==> src/rtl/ifu_fetch_if.sv <==
// Fetch-unit bus bundle: instruction-memory req/gnt/rvalid channel, decode-side
// inst_valid/inst_ready channel and PC redirect input.
interface ifu_fetch_if;
    logic        imem_req;
    logic [31:0] imem_addr;
    logic        imem_gnt;
    logic        imem_rvalid;
    logic [31:0] imem_rdata;
    logic        inst_valid;
    logic        inst_ready;
    logic [31:0] inst;
    logic [31:0] inst_pc;
    logic        redirect;
    logic [31:0] redirect_pc;

    modport master (
        output imem_req, imem_addr, inst_valid, inst, inst_pc,
        input  imem_gnt, imem_rvalid, imem_rdata, inst_ready, redirect, redirect_pc
    );

    modport slave (
        input  imem_req, imem_addr, inst_valid, inst, inst_pc,
        output imem_gnt, imem_rvalid, imem_rdata, inst_ready, redirect, redirect_pc
    );
endinterface

==> src/rtl/ifu_fetch.sv <==
// Instruction fetch unit: owns the PC, issues single outstanding word reads and
// hands one instruction at a time to decode; halts on ebreak or misaligned redirect.
//
// state | meaning
// IDLE  | one cycle after reset before the first request
// REQ   | imem_req high at pc, waiting for gnt
// WAIT  | request granted, waiting for rvalid (kill drops the data)
// HOLD  | instruction presented to decode until inst_ready or redirect
// HALT  | fetch stopped; only rst leaves
module ifu_fetch #(
    parameter logic [31:0] RESET_PC = 32'h8000_0000,
    parameter logic [31:0] EBREAK   = 32'h0010_0073
) (
    input  logic clk,
    input  logic rst,
    ifu_fetch_if.master bus,
    output logic halted,
    output logic fetch_err
);
    localparam logic [2:0] IDLE = 3'd0;
    localparam logic [2:0] REQ  = 3'd1;
    localparam logic [2:0] WAIT = 3'd2;
    localparam logic [2:0] HOLD = 3'd3;
    localparam logic [2:0] HALT = 3'd4;

    logic [2:0]  state;
    logic [31:0] pc;
    logic        kill;
    logic        inst_valid_q;
    logic [31:0] inst_q;
    logic [31:0] inst_pc_q;
    logic        misaligned;
    logic        consume_ebreak;

    assign misaligned     = bus.redirect && (bus.redirect_pc[1:0] != 2'b00);
    assign consume_ebreak = inst_valid_q && bus.inst_ready && (inst_q == EBREAK);

    assign bus.imem_req   = (state == REQ);
    assign bus.imem_addr  = {pc[31:2], 2'b00};
    assign bus.inst_valid = inst_valid_q;
    assign bus.inst       = inst_q;
    assign bus.inst_pc    = inst_pc_q;

    always_ff @(posedge clk) begin
        if (rst) begin
            state        <= IDLE;
            pc           <= RESET_PC;
            kill         <= 1'b0;
            inst_valid_q <= 1'b0;
            inst_q       <= 32'h0;
            inst_pc_q    <= 32'h0;
            halted       <= 1'b0;
            fetch_err    <= 1'b0;
        end else begin
            case (state)
                IDLE: state <= REQ;
                REQ: begin
                    if (misaligned) begin
                        fetch_err <= 1'b1;
                        halted    <= 1'b1;
                        state     <= HALT;
                    end else begin
                        if (bus.redirect) pc <= bus.redirect_pc;
                        if (bus.imem_gnt) begin
                            // a redirect alongside gnt means the granted word is stale
                            kill  <= bus.redirect;
                            state <= WAIT;
                        end
                    end
                end
                WAIT: begin
                    if (misaligned) begin
                        fetch_err <= 1'b1;
                        halted    <= 1'b1;
                        state     <= HALT;
                    end else if (bus.imem_rvalid) begin
                        if (kill || bus.redirect) begin
                            if (bus.redirect) pc <= bus.redirect_pc;
                            kill  <= 1'b0;
                            state <= REQ;
                        end else begin
                            inst_q       <= bus.imem_rdata;
                            inst_pc_q    <= pc;
                            inst_valid_q <= 1'b1;
                            state        <= HOLD;
                        end
                    end else if (bus.redirect) begin
                        pc   <= bus.redirect_pc;
                        kill <= 1'b1;
                    end
                end
                HOLD: begin
                    // ebreak wins over any redirect resolved in the same cycle
                    if (consume_ebreak) begin
                        inst_valid_q <= 1'b0;
                        halted       <= 1'b1;
                        state        <= HALT;
                    end else if (misaligned) begin
                        inst_valid_q <= 1'b0;
                        fetch_err    <= 1'b1;
                        halted       <= 1'b1;
                        state        <= HALT;
                    end else if (bus.inst_ready || bus.redirect) begin
                        inst_valid_q <= 1'b0;
                        pc           <= bus.redirect ? bus.redirect_pc : pc + 32'd4;
                        state        <= REQ;
                    end
                end
                HALT: inst_valid_q <= 1'b0;
                default: state <= HALT;
            endcase
        end
    end
endmodule

==> src/flat_wrapper.sv <==
// flat-port wrapper written by rule: the top's interface ports become plain ports
module ifu_fetch_flat 
#(
    parameter logic [31:0] RESET_PC = 32'h8000_0000,
    parameter logic [31:0] EBREAK   = 32'h0010_0073
)
  (clk, rst, halted, fetch_err, bus_imem_req, bus_imem_addr, bus_inst_valid, bus_inst, bus_inst_pc, bus_imem_gnt, bus_imem_rvalid, bus_imem_rdata, bus_inst_ready, bus_redirect, bus_redirect_pc);
  ifu_fetch_if bus_i ();
  input  logic clk;
  input  logic rst;
  output logic halted;
  output logic fetch_err;
  output wire logic [$bits(bus_i.imem_req)-1:0] bus_imem_req;
  output wire logic [$bits(bus_i.imem_addr)-1:0] bus_imem_addr;
  output wire logic [$bits(bus_i.inst_valid)-1:0] bus_inst_valid;
  output wire logic [$bits(bus_i.inst)-1:0] bus_inst;
  output wire logic [$bits(bus_i.inst_pc)-1:0] bus_inst_pc;
  input wire logic [$bits(bus_i.imem_gnt)-1:0] bus_imem_gnt;
  input wire logic [$bits(bus_i.imem_rvalid)-1:0] bus_imem_rvalid;
  input wire logic [$bits(bus_i.imem_rdata)-1:0] bus_imem_rdata;
  input wire logic [$bits(bus_i.inst_ready)-1:0] bus_inst_ready;
  input wire logic [$bits(bus_i.redirect)-1:0] bus_redirect;
  input wire logic [$bits(bus_i.redirect_pc)-1:0] bus_redirect_pc;
  assign bus_imem_req = bus_i.imem_req;
  assign bus_imem_addr = bus_i.imem_addr;
  assign bus_inst_valid = bus_i.inst_valid;
  assign bus_inst = bus_i.inst;
  assign bus_inst_pc = bus_i.inst_pc;
  assign bus_i.imem_gnt = bus_imem_gnt;
  assign bus_i.imem_rvalid = bus_imem_rvalid;
  assign bus_i.imem_rdata = bus_imem_rdata;
  assign bus_i.inst_ready = bus_inst_ready;
  assign bus_i.redirect = bus_redirect;
  assign bus_i.redirect_pc = bus_redirect_pc;
  ifu_fetch #(.RESET_PC(RESET_PC), .EBREAK(EBREAK)) u_core (.clk(clk), .rst(rst), .bus(bus_i), .halted(halted), .fetch_err(fetch_err));
endmodule
==> config.mk <==
export PLATFORM = sky130hd
export DESIGN_NAME = ifu_fetch_flat
export DESIGN_NICKNAME = d
export VERILOG_FILES = /design/src/rtl/ifu_fetch_if.sv /design/src/rtl/ifu_fetch.sv /design/src/flat_wrapper.sv
export SDC_FILE = /design/constraint.sdc
export NUM_CORES = 1
export LEC_CHECK = 0
export CAP_MARGIN = 30
export CORE_MARGIN = 4
export CORE_UTILIZATION = 50
export DETAILED_ROUTE_END_ITERATION = 16
export PLACE_DENSITY = 0.82
export SYNTH_ARGS = -nofsm -noshare
export SYNTH_HDL_FRONTEND = slang
export SYNTH_SLANG_ARGS = --single-unit
export TNS_END_PERCENT = 1
==> constraint.sdc <==
create_clock -name clk -period 3.34 [get_ports clk]
set_input_delay 1.002 -clock clk [delete_from_list [all_inputs] [get_ports clk]]
set_output_delay 1.002 -clock clk [all_outputs]
set_load 0.02 [all_outputs]
After elaboration in Yosys (flattened, before gate mapping) --
Cells that the tools add are included.
Word-level totals: register bits 103
Operators by class: add/sub/neg operators 1, eq/ne operators 18, muxes and demuxes 39, bitwise gates (word level) 3, reductions and logical operators 18
Operators by type and width (number):
- 32-bit 2-to-1 mux | 9
- 32-bit one-hot mux with 3 select lines | 1
- 32-bit by 3-bit adder with 32-bit output, second input constant | 1
- 32-bit by 21-bit equality test with 1-bit output, second input constant | 1
- 3-bit 2-to-1 mux | 7
- 1-bit 2-to-1 mux | 16
- 3-bit one-hot mux with 5 select lines | 1
- 2-bit inequality test, second input constant | 6
- 4-bit AND reduction | 2
- 7-bit AND reduction | 1
- 3-bit by 2-bit equality test with 1-bit output, second input constant | 2
- 3-bit by 2-bit inequality test with 1-bit output, second input constant | 2
- 1-bit one-hot mux with 2 select lines | 3
- 6-bit AND reduction | 1
- 2-bit nonzero test | 3
- 3-bit nonzero test | 2
- 5-bit AND reduction | 1
- 2-bit by 1-bit inequality test with 1-bit output, second input constant | 2
- 4-bit by 1-bit inequality test with 1-bit output, second input constant | 1
- 3-bit by 1-bit equality test with 1-bit output, second input constant | 1
- 3-bit equality test, second input constant | 1
- 1-bit logical AND | 3
- 3-bit zero test | 1
- 3-bit by 1-bit inequality test with 1-bit output, second input constant | 1
- other kinds (7) | 10

Depth between registers and ports, before layout --
depth after elaboration 6, mapped depth 7, gate-level depth less buffers 6

Least setup slack after synthesis --
No wires, ideal clock.
kind input -> register, from in bus_redirect, to reg u_core.pc[25], library setup time 0.134 ns, data arrival time 2.468 ns, data required time 3.206 ns, slack 0.737 ns, cell stages on the path 7, path buffers 3, cells stage by stage buf_2 > a41oi_1 > or4_1 > buf_2 > buf_2 > o311ai_0 > o31ai_1
On the way: longest elaborated chain between the ends 5, elaborated cells on any way between the ends 19, those cells by class 5 x eq/ne; 10 x mux; 4 x reduce/logical
RTL lines:
- from (decl) | RTL line flat_wrapper.sv:22 | input wire logic [$bits(bus_i.redirect)-1:0] bus_redirect;
- 32-bit 2-to-1 mux (on tied branches) (4 in series)
- 32-bit one-hot mux with 3 select lines | RTL line ifu_fetch.sv:55 | case (state)
- to (signal assigned) | RTL line ifu_fetch.sv:63 | if (bus.redirect) pc <= bus.redirect_pc;
- to (signal assigned) | RTL line ifu_fetch.sv:88 | pc <= bus.redirect_pc;
- to (signal assigned) | RTL line ifu_fetch.sv:105 | pc <= bus.redirect ? bus.redirect_pc : pc + 32'd4;
- to (decl) | RTL line ifu_fetch.sv:27 | logic [31:0] pc;
Parallel ways exist; a longest one is shown, timed or not. The select of a mux whose other input is x is not followed. A chain may end at the register's enable or synchronous reset.

Worst setup path after layout --
from reg u_core.state[0], to out bus_imem_req
On the way: longest elaborated chain between the ends 1
RTL lines:
- from (decl) | RTL line ifu_fetch.sv:26 | logic [2:0] state;
- from (signal assigned) | RTL line ifu_fetch.sv:46 | state <= IDLE;
- from (signal assigned) | RTL line ifu_fetch.sv:56 | IDLE: state <= REQ;
- from (signal assigned) | RTL line ifu_fetch.sv:61 | state <= HALT;
- 3-bit by 1-bit equality test with 1-bit output | RTL line ifu_fetch.sv:38 | assign bus.imem_req = (state == REQ);
- to (decl) | RTL line flat_wrapper.sv:13 | output wire logic [$bits(bus_i.imem_req)-1:0] bus_imem_req;
No other way between the ends.

==> out/qor.txt <==
SETUP PATH
----------------------------------------------------------------------------------
Critical path endpoint category .....................................   output pin
Maximum fanout encountered on the critical timing path ..............           15
Destination of the worst register-to-register timing path ........... u_core.pc[22]$_SDFFE_PP0P_
Peak per-stage delay on the critical path ...........................      0.61 ns
Crit path cell chain ................................................ nor2b_1 > and2_1 > clkdlybuf4s50_1
Worst flop-to-flop path startpoint .................................. u_core.pc[2]$_SDFFE_PP0P_
Classification of the worst setup path ..............................      reg2out
Depth of the most critical reg-to-reg path ..........................            7
Arrival time worst endpoint .........................................      1.99 ns
Crit start category .................................................     register
Critical Path Slowest Stage Cell .................................... clkdlybuf4s50_1
Register-to-register path setup slack ...............................      0.85 ns
Data required time of the critical path .............................      2.34 ns

GRT
----------------------------------------------------------------------------------
M2 GR Usage .........................................................        41.2%
Wire length of the first global-routing pass ........................     24300 um
Global routing usage on met3 ........................................        5.93%
Met1 capacity usage during global routing ...........................        32.3%
Tot GR Track Use ....................................................        24.9%
Total congestion overflow after global routing ......................            0
Initial antenna violation count .....................................            0
Busiest metal layer after global routing ............................         met2
Via count of the first global-routing pass ..........................         4921
Maximum number of pins on one net before global-route repair ........           65

LOGIC SYNTHESIS
----------------------------------------------------------------------------------
Commonest register cell after synthesis .............................      dfxtp_1
Seq/Total Area, Yosys ...............................................        39.9%
Post-synthesis cell type with the largest combined area .............      dfxtp_1
Number of warnings printed during yosys synthesis ...................            0
Count of flip-flops with a built-in enable after synthesis ..........            0
Yosys cell types ....................................................           64
Synth Cell Area ..................................................... 0.00517 mm^2
Number of synthesized register bits .................................          103
Share of synthesized registers carrying an async set or reset .......           0%
Mapped Cells ........................................................          662
Top area cells in the synthesized netlist ........................... dfxtp_1, nand2_1, a21oi_1, buf_4, nor2_1
Proportion of netlist area held by the largest area contributor .....        39.9%
Avg Cell Area, Syn ..................................................    7.81 um^2

DRT
----------------------------------------------------------------------------------
Average wire per cell in the routed design ..........................      16.8 um
Antenna-violating nets left .........................................            0
DRT iter0 DRCs ......................................................          382
Post-DR vias/cell ...................................................         5.90
Via Count ...........................................................         5346
Drt total wl ........................................................     15200 um
First-pass DRT Iterations ...........................................            5
Residual DRC count ..................................................            0

CELLS AND AREA
----------------------------------------------------------------------------------
Footprint of the multi-input gates .................................. 0.00261 mm^2
Final non-filler cell area .......................................... 0.00685 mm^2
Share of final-layout standard cells stronger than drive strength 1 .        6.08%
Total of fill cells in the finished design ..........................          815
Final #Nets .........................................................          840
Inserted Diodes .....................................................            0
Most common cell after layout, fill and taps aside .................. clkdlybuf4s50_1
Highest-count cells in the layout ignoring fill and taps ............ clkdlybuf4s50_1, nand2_1, dfxtp_1, a21oi_1, nor2_1
Area added between synthesis and finish .............................        32.4%
Combined flip-flop and latch cell area .............................. 0.00206 mm^2
Post-route core utilization .........................................        69.1%

CLOCK NETWORK
----------------------------------------------------------------------------------
Worst-skew pair later-pin latency ...................................      0.36 ns
H-Tree Depth ........................................................            3
CTS tree ............................................................         done
Post-CTS sizing .....................................................            0
Hold Buf Count CTS ..................................................            0
TritonCTS Sinks .....................................................          103
Clock tree root buffer cell .........................................     clkbuf_8
Register clock-pin slew on the reported worst setup and hold paths ..      0.10 ns
Post-CTS repair timing setup buffer count ...........................            0
Clock tree buffer depth .............................................            2
CTS Buf Count .......................................................            9

RUN STATUS
----------------------------------------------------------------------------------
Status .............................................................. finished clean

POWER
----------------------------------------------------------------------------------
Leakage Power .......................................................   0.00226 uW
Cell Pwr Density ....................................................  450 mW/mm^2
Maximum ir drop on the vdd rail .....................................       241 uV

STA
----------------------------------------------------------------------------------
Clock Skew ..........................................................    0.0145 ns
RSZ-0062 raised after global routing ................................        false
Normalized max-slew margin ..........................................        43.6%
Final setup vio count ...............................................            0
Final critical delay including setup and external delays ............      3.00 ns
Final-layout worst hold slack .......................................     0.455 ns
Max Freq ............................................................      334 MHz
Setup slack after layout ............................................     0.344 ns
Final Max Tran Viols ................................................            0
Share of the clock period used by the worst path after layout .......        89.7%
Final-report hold violation count ...................................            0
Total negative setup slack ..........................................         0 ns
Slew at the pin closest to its max-slew limit .......................     0.844 ns

DIE
----------------------------------------------------------------------------------
Die X-Extent ........................................................       110 um
Die footprint .......................................................  0.0120 mm^2
Count of standard-cell rows .........................................           36
Total I/O pin count .................................................          170
Starting density of the core ........................................        52.2%
Y dimension of the die ..............................................       110 um
Area of the core region ............................................. 0.00991 mm^2

MIN PATH
----------------------------------------------------------------------------------
Hold worst-path end ................................................. u_core.bus.inst_pc[1]$_SDFFE_PP0P_
Hold path cells .....................................................            2
Tightest Hold Check Type ............................................      reg2reg
Start point of the worst min-delay path ............................. u_core.pc[1]$_SDFFE_PP0P_

PLACED DESIGN
----------------------------------------------------------------------------------
Routability congestion estimate .....................................        0.876
Buffers on Ports ....................................................          167
Detailed-placement wirelength estimate ..............................     10700 um
Area of placed instances ............................................ 0.00669 mm^2
Post-Place Setup Slack ..............................................    0.0623 ns

JOB
----------------------------------------------------------------------------------
Max Cap Viol ........................................................            0

==> worst max-delay path: cells and delay by family (launching register included) <==
| kind | cells | cell delay [ns] |
|---|---|---|
| and+or+nand+nor | 2 | 0.43 |
| buffers and inverters | 1 | 0.61 |
| DFF | 1 | 0.60 |
==> stage by stage <==
stage | instances | power, uW
finish | 906 | 3080
detailed placement | 891 | 2390
global placement | 891 | 2370
CTS | 906 | 3090
floorplan | 663 | 2080
global route | 906 | 3230
==> where the power goes <==
group / internal (uW) / total, uW / leakage [uW] / switching, uW
registers: 1330 / 1500 / 0.000833 / 170
logic: 414 / 879 / 0.00136 / 465
clock network: 273 / 705 / 0.0000760 / 432
==> flip-flops by register name, summed over array words and instances, names as in the netlist <==
name,count
u_core.kill,1
u_core.bus.inst,32
u_core.halted,1
u_core.state,3
u_core.bus.inst_pc,32
u_core.bus.inst_valid,1
u_core.fetch_err,1
u_core.pc,32
==> area by class of cell <==
class | instances | share of cell area (%)
multi-input cells | 467 | 38.1
flip-flops and latches | 103 | 30.1
repair buffers | 181 | 26.6
well taps | 133 | 2.43
clock buffers | 11 | 1.92
clock inverters | 4 | 0.475
inverters | 7 | 0.384
==> worst max-delay path by stage <==
stage                                  from                         end  slack, ns  cells past startpoint
2_1_floorplan                  bus_redirect  u_core.pc[25]$_SDFFE_PP0P_       0.74                      7
3_3_place_gp                   bus_redirect  u_core.pc[31]$_SDFFE_PP1P_       0.15                      7
3_5_place_dp                   bus_redirect  u_core.pc[31]$_SDFFE_PP1P_       0.06                      7
4_1_cts        u_core.state[0]$_SDFFE_PP0P_                bus_imem_req       0.35                      3
5_1_grt        u_core.state[0]$_SDFFE_PP0P_                bus_imem_req       0.26                      3
6_report       u_core.state[0]$_SDFFE_PP0P_                bus_imem_req       0.34                      3
==> synth_stat cells (5+ instances only) <==
cell type and number:
a31oi_1 11, o31ai_1 13, buf_2 18, dfxtp_1 103, inv_1 7, nor3_1 21, o21ai_0 14, nand2_1 155
nand3_1 12, nor2_1 31, o311ai_0 9, and2_1 5, clkbuf_1 29, a21oi_1 88, buf_4 33, a211oi_1 8
nor4_1 10, o221a_1 8, nand4_1 11
==> kinds of logic (layout without fill, tap and decap cells) <==
family / Yosys count / after routing / synth area share (%)
AOI/OAI and AO/OA: 183 / 183 / 22.9
adders and majority gates: 1 / 1 / 0.242
buffers and inverters: 93 / 203 / 10.0
DFF: 103 / 103 / 39.9
muxes: 1 / 1 / 0.194
other: 1 / 2 / 0.0725
and+or+nand+nor: 280 / 280 / 26.7
==> metal layers <==
| layer | share of wire (%) | routed length [um] |
|---|---|---|
| met5 | 0 | 0 |
| met3 | 8.3 | 1270 |
| met1 | 43 | 6480 |
| met4 | 1.5 | 232 |
| met2 | 48 | 7230 |
Note: power is estimated with default switching activity, not from simulation.
